$ cat src/rtl/fetch_sequencer.sv
// fetch_sequencer: multi-cycle fetch/execute controller owning the pc and instruction register.
// Define FETCH_SEQ_STEP_EN to add the single-step input.
module fetch_sequencer #(
    parameter int PC_WIDTH          = 8,
    parameter int PROGRAM_DataWidth = 16,
    parameter int NumStatusBits     = 3
) (
    input  logic                         clk,
    input  logic                         reset,
    input  logic                         run,
`ifdef FETCH_SEQ_STEP_EN
    input  logic                         step,
`endif
    output logic                         prog_rd_en,
    output logic [PC_WIDTH-1:0]          prog_addr,
    input  logic                         prog_ack,
    input  logic [PROGRAM_DataWidth-1:0] prog_data,
    output logic [PROGRAM_DataWidth-1:0] instr,
    input  logic [NumStatusBits-1:0]     status,
    output logic                         exec_en,
    output logic [PC_WIDTH-1:0]          pc,
    output logic                         halted
);

    typedef enum logic [1:0] {
        ST_IDLE,
        ST_FETCH,
        ST_EXEC,
        ST_HALT
    } state_t;

    localparam logic [4:0] OP_GOTO = 5'b1_0000;
    localparam logic [4:0] OP_IFZ  = 5'b1_0001;
    localparam logic [4:0] OP_IFNZ = 5'b1_0010;
    localparam logic [4:0] OP_IFEQ = 5'b1_0011;
    localparam logic [4:0] OP_IFST = 5'b1_0100;
    localparam logic [4:0] OP_IFGT = 5'b1_0101;
    localparam logic [4:0] OP_HALT = 5'b1_1111;

    state_t                         state;
    state_t                         state_next;
    logic [PC_WIDTH-1:0]            pc_next;
    logic [PC_WIDTH-1:0]            goto_target;
    logic [PROGRAM_DataWidth-1:0]   ir;
    logic                           ir_load;
    logic [4:0]                     opcode;
    logic                           flag_z;
    logic                           flag_c;
    logic                           is_skip_op;
    logic                           skip_cond;
    logic                           single_step;
    logic                           status_unused;

    assign opcode        = ir[15:11];
    assign flag_z        = status[0];
    assign flag_c        = status[1];
    assign status_unused = ^status;

    // The 8-bit literal is narrowed or zero-extended to the pc width.
    generate
        if (PC_WIDTH <= 8) begin : g_goto_trunc
            assign goto_target = ir[PC_WIDTH-1:0];
        end else begin : g_goto_ext
            assign goto_target = {{(PC_WIDTH-8){1'b0}}, ir[7:0]};
        end
    endgenerate

`ifdef FETCH_SEQ_STEP_EN
    // Remembers that the current fetch/exec pair was started by step, not run.
    always_ff @(posedge clk) begin
        if (reset) begin
            single_step <= 1'b0;
        end else if (state == ST_IDLE) begin
            single_step <= !run && step;
        end else if (state == ST_EXEC) begin
            single_step <= 1'b0;
        end
    end
`else
    assign single_step = 1'b0;
`endif

    always_comb begin
        is_skip_op = 1'b1;
        skip_cond  = 1'b0;
        case (opcode)
            OP_IFZ, OP_IFEQ: skip_cond = flag_z;
            OP_IFNZ:         skip_cond = !flag_z;
            OP_IFST:         skip_cond = flag_c;
            OP_IFGT:         skip_cond = !flag_z && !flag_c;
            default:         is_skip_op = 1'b0;
        endcase
    end

    always_comb begin
        state_next = state;
        pc_next    = pc;
        ir_load    = 1'b0;
        prog_rd_en = 1'b0;
        exec_en    = 1'b0;
        halted     = 1'b0;
        case (state)
            ST_IDLE: begin
`ifdef FETCH_SEQ_STEP_EN
                if (run || step) state_next = ST_FETCH;
`else
                if (run) state_next = ST_FETCH;
`endif
            end
            ST_FETCH: begin
                prog_rd_en = 1'b1;
                if (prog_ack) begin
                    ir_load    = 1'b1;
                    state_next = ST_EXEC;
                end
            end
            ST_EXEC: begin
                exec_en = 1'b1;
                if (opcode == OP_GOTO) begin
                    pc_next = goto_target;
                end else if (opcode == OP_HALT) begin
                    pc_next = pc;
                end else if (is_skip_op && !skip_cond) begin
                    pc_next = pc + PC_WIDTH'(2);
                end else begin
                    pc_next = pc + PC_WIDTH'(1);
                end
                if (opcode == OP_HALT) begin
                    state_next = ST_HALT;
                end else if (run && !single_step) begin
                    state_next = ST_FETCH;
                end else begin
                    state_next = ST_IDLE;
                end
            end
            ST_HALT: begin
                halted = 1'b1;
            end
            default: state_next = ST_IDLE;
        endcase
    end

    always_ff @(posedge clk) begin
        if (reset) begin
            state <= ST_IDLE;
            pc    <= '0;
            ir    <= '0;
        end else begin
            state <= state_next;
            pc    <= pc_next;
            if (ir_load) ir <= prog_data;
        end
    end

    assign prog_addr = pc;
    assign instr     = ir;

endmodule

$ cat config.mk
export PLATFORM = sky130hd
export DESIGN_NAME = fetch_sequencer
export DESIGN_NICKNAME = d
export VERILOG_FILES = /design/src/rtl/fetch_sequencer.sv
export SDC_FILE = /design/constraint.sdc
export NUM_CORES = 1
export LEC_CHECK = 0
export ABC_AREA = 1
export CAP_MARGIN = 20
export CELL_PAD_IN_SITES_DETAIL_PLACEMENT = 0
export CELL_PAD_IN_SITES_GLOBAL_PLACEMENT = 1
export CORE_MARGIN = 2
export CORE_UTILIZATION = 28
export DETAILED_ROUTE_END_ITERATION = 7
export PLACE_DENSITY = 0.74
export SLEW_MARGIN = 20
export SYNTH_ARGS = -nofsm -noshare
export SYNTH_HDL_FRONTEND = slang
export SYNTH_SLANG_ARGS = --single-unit
export TNS_END_PERCENT = 20
$ cat constraint.sdc
create_clock -name clk -period 1.4 [get_ports clk]
set_input_delay 0.21 -clock clk [delete_from_list [all_inputs] [get_ports clk]]
set_output_delay 0.21 -clock clk [all_outputs]
set_load 0.005 [all_outputs]
== Word-level counts from Yosys, hierarchy flattened ==
Cells that the tools add are included.

* Register bits: 26
* Bits of input ports: 23
* Output and inout bits: 35
* Word-level logic and storage cells: 44

* $add $sub $neg: 2
* Eq/ne operators: 13
* Multiplexer cells: 15
* Reductions and logical operators: 11

{| class="wikitable"
|+ Operator list
! cell !! number
|-
| == test 5 bit (second input constant) || 7
|-
| 2-to-1 mux 8 bit || 3
|-
| adder 8 x 1 -> 8 bit (second input constant) || 1
|-
| adder 8 x 2 -> 8 bit (second input constant) || 1
|-
| 2-to-1 mux 1 bit || 7
|-
| 2-to-1 mux 2 bit || 3
|-
| != test 2 bit (second input constant) || 3
|-
| one-hot mux 2 bit (3 select lines) || 1
|-
| OR reduction 5 bit || 1
|-
| == test 2 bit (second input constant) || 2
|-
| one-hot mux 1 bit (4 select lines) || 1
|-
| logical NOT 1 bit || 3
|-
| AND reduction 3 bit || 1
|-
| nonzero test 3 bit || 1
|-
| == test 2 x 1 -> 1 bit (second input constant) || 1
|-
| logical AND 1 bit || 2
|-
| logical NOT 2 bit || 1
|-
| AND reduction 2 bit || 1
|-
| OR reduction 2 bit || 1
|}

== Depth between registers and ports, before layout ==
Gate-level depths: netlist of the first run.

* Depth after elaboration: 8
* Gate-level depth with buffers: 11
* Depth with buffers taken out: 11

== Worst setup path before layout of the first run ==
Ideal clock, no wire load.

* Kind: reg2reg
* Start: reg pc[1]
* End: reg pc[7]
* Setup time: 0.129 ns
* Arrival time: 1.277 ns
* Required time: 1.271 ns
* Setup slack: -0.006 ns
* Cell stages (with the launch flop): 11
* Buffers on the path: 0
* Period minus slack after synthesis: 1.406 ns
* Cell sequence: dfxtp_1 ha_1 nand3_1 inv_1 nand3_1 nand2_1 nand2_1 nand3_1 nand3_1 nand2_1 a21oi_2

* Longest elaborated chain between the ends: 4
* Elaborated cells on any way between the ends: 5
* Classes of those cells: 2 x add/sub; 3 x mux

{| class="wikitable"
|+ Ends and longest elaborated chain
! what !! line !! source
|-
| from (decl) || 21 || <nowiki>output logic [PC_WIDTH-1:0] pc,</nowiki>
|-
| from (signal assigned) || 150 || <nowiki>pc <= pc_next;</nowiki>
|-
| adder 8 x 1 -> 8 bit / adder 8 x 2 -> 8 bit (equally long branches) || 126, 124 ||
|-
| 2-to-1 mux 8 bit (*) || 123 || <nowiki>end else if (is_skip_op && !skip_cond) begin</nowiki>
|-
| 2-to-1 mux 8 bit (*) || 121 || <nowiki>end else if (opcode == OP_HALT) begin</nowiki>
|-
| 2-to-1 mux 8 bit (*) || 119 || <nowiki>if (opcode == OP_GOTO) begin</nowiki>
|}

Mark *: on every way between the ends. The rest lies on a longest branch, timed or not. The select of a mux whose other input is x is not followed.
A chain may end at the register's enable or synchronous reset.

== Final worst setup path of the first run ==
* Start: reg ir[11], in the netlist instr[11]
* End: reg pc[0]

* Longest elaborated chain between the ends: 8
* Elaborated cells on any way between the ends: 18
* Classes of those cells: 8 x eq/ne; 5 x mux; 5 x reduce/logical

{| class="wikitable"
|+ Ends and longest elaborated chain
! what !! line !! source
|-
| from (decl) || 44 || <nowiki>logic [PROGRAM_DataWidth-1:0] ir;</nowiki>
|-
| from (signal assigned) || 151 || <nowiki>if (ir_load) ir <= prog_data;</nowiki>
|-
| == test 5 bit || 86 || <nowiki>case (opcode)</nowiki>
|-
| OR reduction 2 bit || 86 ||
|-
| one-hot mux 1 bit (4 select lines) || 86 ||
|-
| logical NOT 1 bit || 123 ||
|-
| logical AND 1 bit || 123 ||
|-
| 2-to-1 mux 8 bit || 123 ||
|-
| 2-to-1 mux 8 bit || 121 ||
|-
| 2-to-1 mux 8 bit || 119 ||
|}

Parallel ways exist; a longest one is shown, timed or not. The select of a mux whose other input is x is not followed.

==> results of run 1 <==
per-stage QoR:
step / area (um^2) / std cells / worst slack [ps] / TNS (ps)
4_1_cts: 2575 / 392 / -180.6 / -288.5
6_report: 2750 / 397 / 16.62 / 0
2_1_floorplan: 1674 / 242 / 2.768 / 0
3_3_place_gp: 2449 / 383 / -171.7 / -1327
5_1_grt: 2750 / 397 / -103.3 / -474.4
3_5_place_dp: 2449 / 383 / -196.0 / -1586
worst max-delay path by stage:
stage | from | endpoint | slack (ps) | cells past startpoint
final | instr[11]$_SDFFE_PP0P_ | pc[0]$_SDFFE_PP0P_ | 20 | 8
after detailed placement | status[0] | pc[0]$_SDFFE_PP0P_ | -200 | 8
after global routing | state[1]$_SDFFE_PP0P_ | state[0]$_SDFFE_PP0P_ | -100 | 7
after global placement | status[0] | pc[7]$_SDFFE_PP0P_ | -170 | 8
after CTS | state[0]$_SDFFE_PP0P_ | exec_en | -180 | 3
after floorplan | pc[2]$_SDFFE_PP0P_ | pc[7]$_SDFFE_PP0P_ | 3 | 10
placed cells by master, fill, tap and decap left out, types with 4 or more instances in the layout:
cell / n
dlygate4sd2_1: 16
ha_1: 4
xor2_1: 6
inv_1: 25
nor2_1: 18
nand2_2: 6
o21ai_0: 20
nand3_4: 5
buf_6: 4
nand2_4: 4
nand3_1: 16
a21oi_2: 5
inv_2: 4
dfxtp_1: 10
nor2_2: 7
nand4_1: 5
dfxtp_4: 8
a21oi_1: 21
clkdlybuf4s50_1: 34
dlymetal6s2s_1: 5
dfxtp_2: 8
nand2_1: 41
buf_4: 28
sequential cells by signal (all words and copies together), names as in the netlist:
signal,count
state,2
pc,8
instr,16
power groups by stage:
stage / clock [uW] / combinational [uW] / sequential [uW]
2_1_floorplan: 0 / 812 / 1110
3_3_place_gp: 0 / 1690 / 1080
3_5_place_dp: 0 / 1700 / 1080
4_1_cts: 638 / 1730 / 1080
5_1_grt: 676 / 2060 / 1140
6_report: 623 / 1850 / 1110
kinds of logic after synthesis:
kind of cell	count (synthesis)	synth area share, %
compound gates	51	17.13
xor+xnor	8	4.189
fa+ha+maj	7	5.235
buf+inv	45	12.19
flops	26	31.11
simple gates	105	30.14
layer usage:
metal | share of wire, % | track usage (%)
met3 | 4.6 | 2.333
met2 | 46 | 22.13
met1 | 49 | 18.74
met4 | 0.75 | 3.559
met5 | 0 | 0
worst register-to-register path: cells and delay by family, from the launching register on:
kind	cells	cell delay [ps]
compound gates	1	40
buf+inv	3	380
flops	1	370
simple gates	4	510
what timing repair did:
action,4_1_cts,5_1_grt
buffers inserted,5,4
pin swaps,1,4
setup endpoints to repair,32,21
cloned,0,1
endpoints found under the hold margin,0,0
resized for setup,37,42
layout make-up:
type | count | area share, %
clock buffer | 3 | 1.501
timing repair buffer | 89 | 30.48
clock inverter | 1 | 1.092
tap | 75 | 3.412
sequential | 26 | 20.38
multi-input combinational | 172 | 38.72
inverter | 31 | 4.413
==> flow_summary.ini, run 1 <==
[run_status]
status = finished, final reports clean

[clocking]
clock_latency_ps = 270
root_buffer = clkbuf_8
htreeDepth = 1
cts_tree = yes
postCtsHoldBufs = 0
clk_pin_slew_ps = 100
max-clock-path-buffers = 2
cts_sinks = 26
cts_inserted_buffers = 3

[setup_path]
rrSetupSlack_ps = 20
path_max_fanout = 9
slowest_stage = dfxtp_4
r2r_end = pc[0]$_SDFFE_PP0P_
r2r-start = instr[11]$_SDFFE_PP0P_
cp.buffers_inverters = 3
reg2reg_depth = 8
crit_family = simple AND/OR/NAND/NOR gates
cp.arrival_ps = 1560
critical_path.most_common_cell = buf_4
timing.critical_path.from_type = flop
endpoint_kind = flop
crit_type = flop to flop
critical_path.max_stage_delay_ps = 370
cp_cell_sequence = buf_4 > buf_4 > nor3_4 > inv_4 > nor2_1 > nor2_2 > nand2_1 > a21oi_2
crit_required_ps = 1570

[final_layout]
multiInputGateArea_mm2 = 0.001065
drive_above_1_share_pct = 29.81
fin_util_pct = 47.01
nets = 353
syn2layout_area_growth_pct = 64.40
seq_area_um2 = 560.5
antenna_cells = 0
nFillCells = 589

[synthesis]
synth_top_area_share_pct = 31.11
yosysTopAreaCell = dfxtp_1
synthArstFlopShare_pct = 0
synth-seq-cells = 26
ys_top_cells_by_count = nand2_1 (44), inv_1 (28), dfxtp_1 (26)
synth_area_leaders = dfxtp_1 (31%), nand2_1 (9.9%), a21oi_1 (7.2%), inv_1 (6.3%), o21ai_0 (6.0%)
synth_fp_nets = 272
synth.distinct_cells = 29
syn-cell-area_mm2 = 0.001673
synth_edf_count = 0
yosysMostFrequentCell = nand2_1
avgSynthCellArea_um2 = 6.913
yosys_warnings = 0
netlist_instances = 242
yosysSeqAreaShare_pct = 31.11
synth_flop_cell = dfxtp_1

[sta]
whs_ps = 488.3
timing.final.crit_share_pct = 98.81
rsz0062_at_grt = true
max_freq_ghz = 0.7229
finClkSkew_ps = 8.768
drv_slew = 0
worst_pin_slew_ps = 275.7
slew_headroom_pct = 81.59
setup_viol_count_final = 0
final_hold_viol_count = 0
min_period_ps = 1383

[floorplan]
die-area_mm2 = 0.006609
initial_core_util_pct = 28.59
core-area_mm2 = 0.005851
die_h_um = 81.30
num_io_pins = 58
die_width_um = 81.30
rows = 28

[power_and_ir_drop]
cellLeakagePower_uw = 0.001299
ir_worst_vdd_v = 0.0008666
total_power_uw = 3582
net-switching-power_uw = 1303
clkPwrFrac_pct = 17.4
pwr-share-comb_pct = 51.7
power_density_mw_per_mm2 = 1302
p_int_uw = 2279
seqPwrFrac_pct = 30.9
p_sw_share_pct = 36.37

[global_route]
grt_overflow = 0
grt_use_total_pct = 13.68
antenna_found_initial = 0
grt_pass1_vias = 1583
grt_max_degree = 20
grt_first_pass_wirelength_um = 7196

[hold_path]
min_from = instr[5]$_SDFFE_PP0P_
hold_depth = 2
whs_endpoint = instr[5]$_SDFFE_PP0P_
hold_path_class = flop to flop

[route]
wl_um = 4559
vias = 1785
drt_pre_antenna_iters = 4
antenna_left = 0
routedWlPerCell_um = 11.48
drc_errors = 0
viasPerCell = 4.496
drt_iter0_markers = 39

[placed_design]
portBuffers = 56
hpwl_um = 3416
place_congestion = 0.7936

[run]
max_cap_viol_count = 0
Note: power is estimated with default switching activity, not from simulation.
==> run 2, diff against run 1 <==
--- a/config.mk
+++ b/config.mk
@@ -6,7 +6,6 @@
 export NUM_CORES = 1
 export LEC_CHECK = 0
 export ABC_AREA = 1
-export CAP_MARGIN = 20
 export CELL_PAD_IN_SITES_DETAIL_PLACEMENT = 0
 export CELL_PAD_IN_SITES_GLOBAL_PLACEMENT = 1
 export CORE_MARGIN = 2
==> results of run 2 <==
No change in the layout: final DEF, timing and power equal those of run 1.
==> run 3, diff against run 2 <==
--- a/config.mk
+++ b/config.mk
@@ -12,6 +12,7 @@
 export CORE_UTILIZATION = 28
 export DETAILED_ROUTE_END_ITERATION = 7
 export PLACE_DENSITY = 0.74
+export REMOVE_ABC_BUFFERS = 1
 export SLEW_MARGIN = 20
 export SYNTH_ARGS = -nofsm -noshare
 export SYNTH_HDL_FRONTEND = slang
==> flow_summary.ini, run 3 (synthesis results as in run 1) <==
[route]
wl_met3_um = 137
drt_pre_antenna_iters = 4
drt_iter0_markers = 50
wl_met2_um = 2338
wl_um = 4784
vias = 1815
drc_errors = 0
routedWlPerCell_um = 11.93
antenna_left = 0
viasPerCell = 4.526
top_layer = met4
wl_met1_um = 2256

[final_layout]
instances_no_fill = 401
final_cell_mix = nand2_1 (37), clkdlybuf4s50_1 (36), buf_4 (30)
largest_reg_flops = 16
mostFrequentLayoutCell = nand2_1
stdcell_area_mm2 = 0.002836
syn2layout_area_growth_pct = 69.56
nets = 357
drive_above_1_share_pct = 33.44
antenna_cells = 0

[power_and_ir_drop]
clkPwrFrac_pct = 16.6
total_power_uw = 3797
net-switching-power_uw = 1393
power_density_mw_per_mm2 = 1339
seqPwrFrac_pct = 29.7
cellLeakagePower_uw = 0.001272
pwr-share-comb_pct = 53.7
p_sw_share_pct = 36.69
p_int_uw = 2404
ir_worst_vdd_v = 0.0006778

[global_route]
grt_use_total_pct = 14.30
grt_overflow = 0
grt_pass1_vias = 1649
antenna_found_initial = 0
grt_max_degree = 20
grt_first_pass_wirelength_um = 7396

[placed_design]
portBuffers = 56
place_congestion = 0.7762
hpwl_um = 3455
place_area_mm2 = 0.002442
dp_cells = 384

[setup_path]
crit_family = buffers and inverters
endpoint_kind = output pin
cp_cell_sequence = clkdlybuf4s50_1
slowest_stage = clkdlybuf4s50_1
cp.buffers_inverters = 1
timing.critical_path.from_type = flop
path_max_fanout = 5
cp.arrival_ps = 1210
crit_required_ps = 1190
critical_path.max_stage_delay_ps = 520
crit_type = flop to output pin

[run_status]
violations = setup timing
status = complete, but fails checks

[floorplan]
rows = 28
die-area_mm2 = 0.006609
initial_core_util_pct = 28.59
core-area_mm2 = 0.005851
die_h_um = 81.30
num_io_pins = 58
die_width_um = 81.30

[clocking]
cts_tree = yes
clk_pin_slew_ps = 90
clock_latency_ps = 270
postCtsHoldBufs = 0
root_buffer = clkbuf_8
max-clock-path-buffers = 2
htreeDepth = 1
cts_sinks = 26
cts_inserted_buffers = 3

[hold_path]
hold_path_class = flop to flop

[sta]
min_period_ps = 1415
finalSetupTns_ps = -15.27
worst_pin_slew_ps = 256.7
rsz0062_at_grt = true
finClkSkew_ps = 2.824
drv_slew = 0
setup_viol_count_final = 1
setup_slack_ps = -15.27
slew_headroom_pct = 82.82
max_freq_ghz = 0.7066
timing.final.crit_share_pct = 101.1
final_hold_viol_count = 0

[run]
max_cap_viol_count = 0
run 3: cell types whose count changed in the layout (fill, tap and decap cells not counted), sizes merged:
cell           delta
dlymetal6s2s      -3
buf               +3
clkdlybuf4s15     +2
clkdlybuf4s50     +2
run 3: final timing paths:
path	start	end	slack [ps]	cells after the start
max	instr[14]$_SDFFE_PP0P_	instr[14]	-20	1
min	instr[6]$_SDFFE_PP0P_	instr[6]$_SDFFE_PP0P_	490	2
max reg2reg	state[1]$_SDFFE_PP0P_	state[0]$_SDFFE_PP0P_	10	7
min reg2reg	instr[6]$_SDFFE_PP0P_	instr[6]$_SDFFE_PP0P_	490	2
run 3: power by group through the flow:
stage	clock (uW)	sequential, uW	combinational (uW)
2_1_floorplan	0	1120	738
3_3_place_gp	0	1090	1670
3_5_place_dp	0	1090	1690
4_1_cts	644	1100	1750
5_1_grt	669	1160	2280
6_report	628	1130	2040
run 3: metal layers:
layer	vias up	track usage [%]
met2	33	23.93
met1	823	18.91
met5	-	0
li1	955	-
met3	4	2.222
met4	0	4.068
run 3: metrics by stage:
stage	utilization [%]	worst slack (ps)	hold slack (ps)
detailed placement	41.75	-191.3	474.3
floorplan	-	-78.28	272.4
global route	48.48	-97.21	520.5
global placement	41.75	-162.8	465.6
CTS	44.31	-74.31	489.7
finish	48.48	-15.27	485.4
run 3: repair_timing:
action                                  in CTS  in global routing
endpoints found under the setup margin      35                 29
buffers inserted                             8                  4
gates cloned                                 0                  1
gates resized for setup                     42                 57
pin swaps                                    0                 21
run 3: final cells by class:
class / count / area [um^2]
Tap cell: 75 / 93.84
Inverter: 31 / 123.9
Sequential cell: 26 / 556.8
Fill cell: 588 / 3014
Multi-Input combinational cell: 172 / 1132
Timing Repair Buffer: 93 / 858.3
Clock inverter: 1 / 30.03
Clock buffer: 3 / 41.29
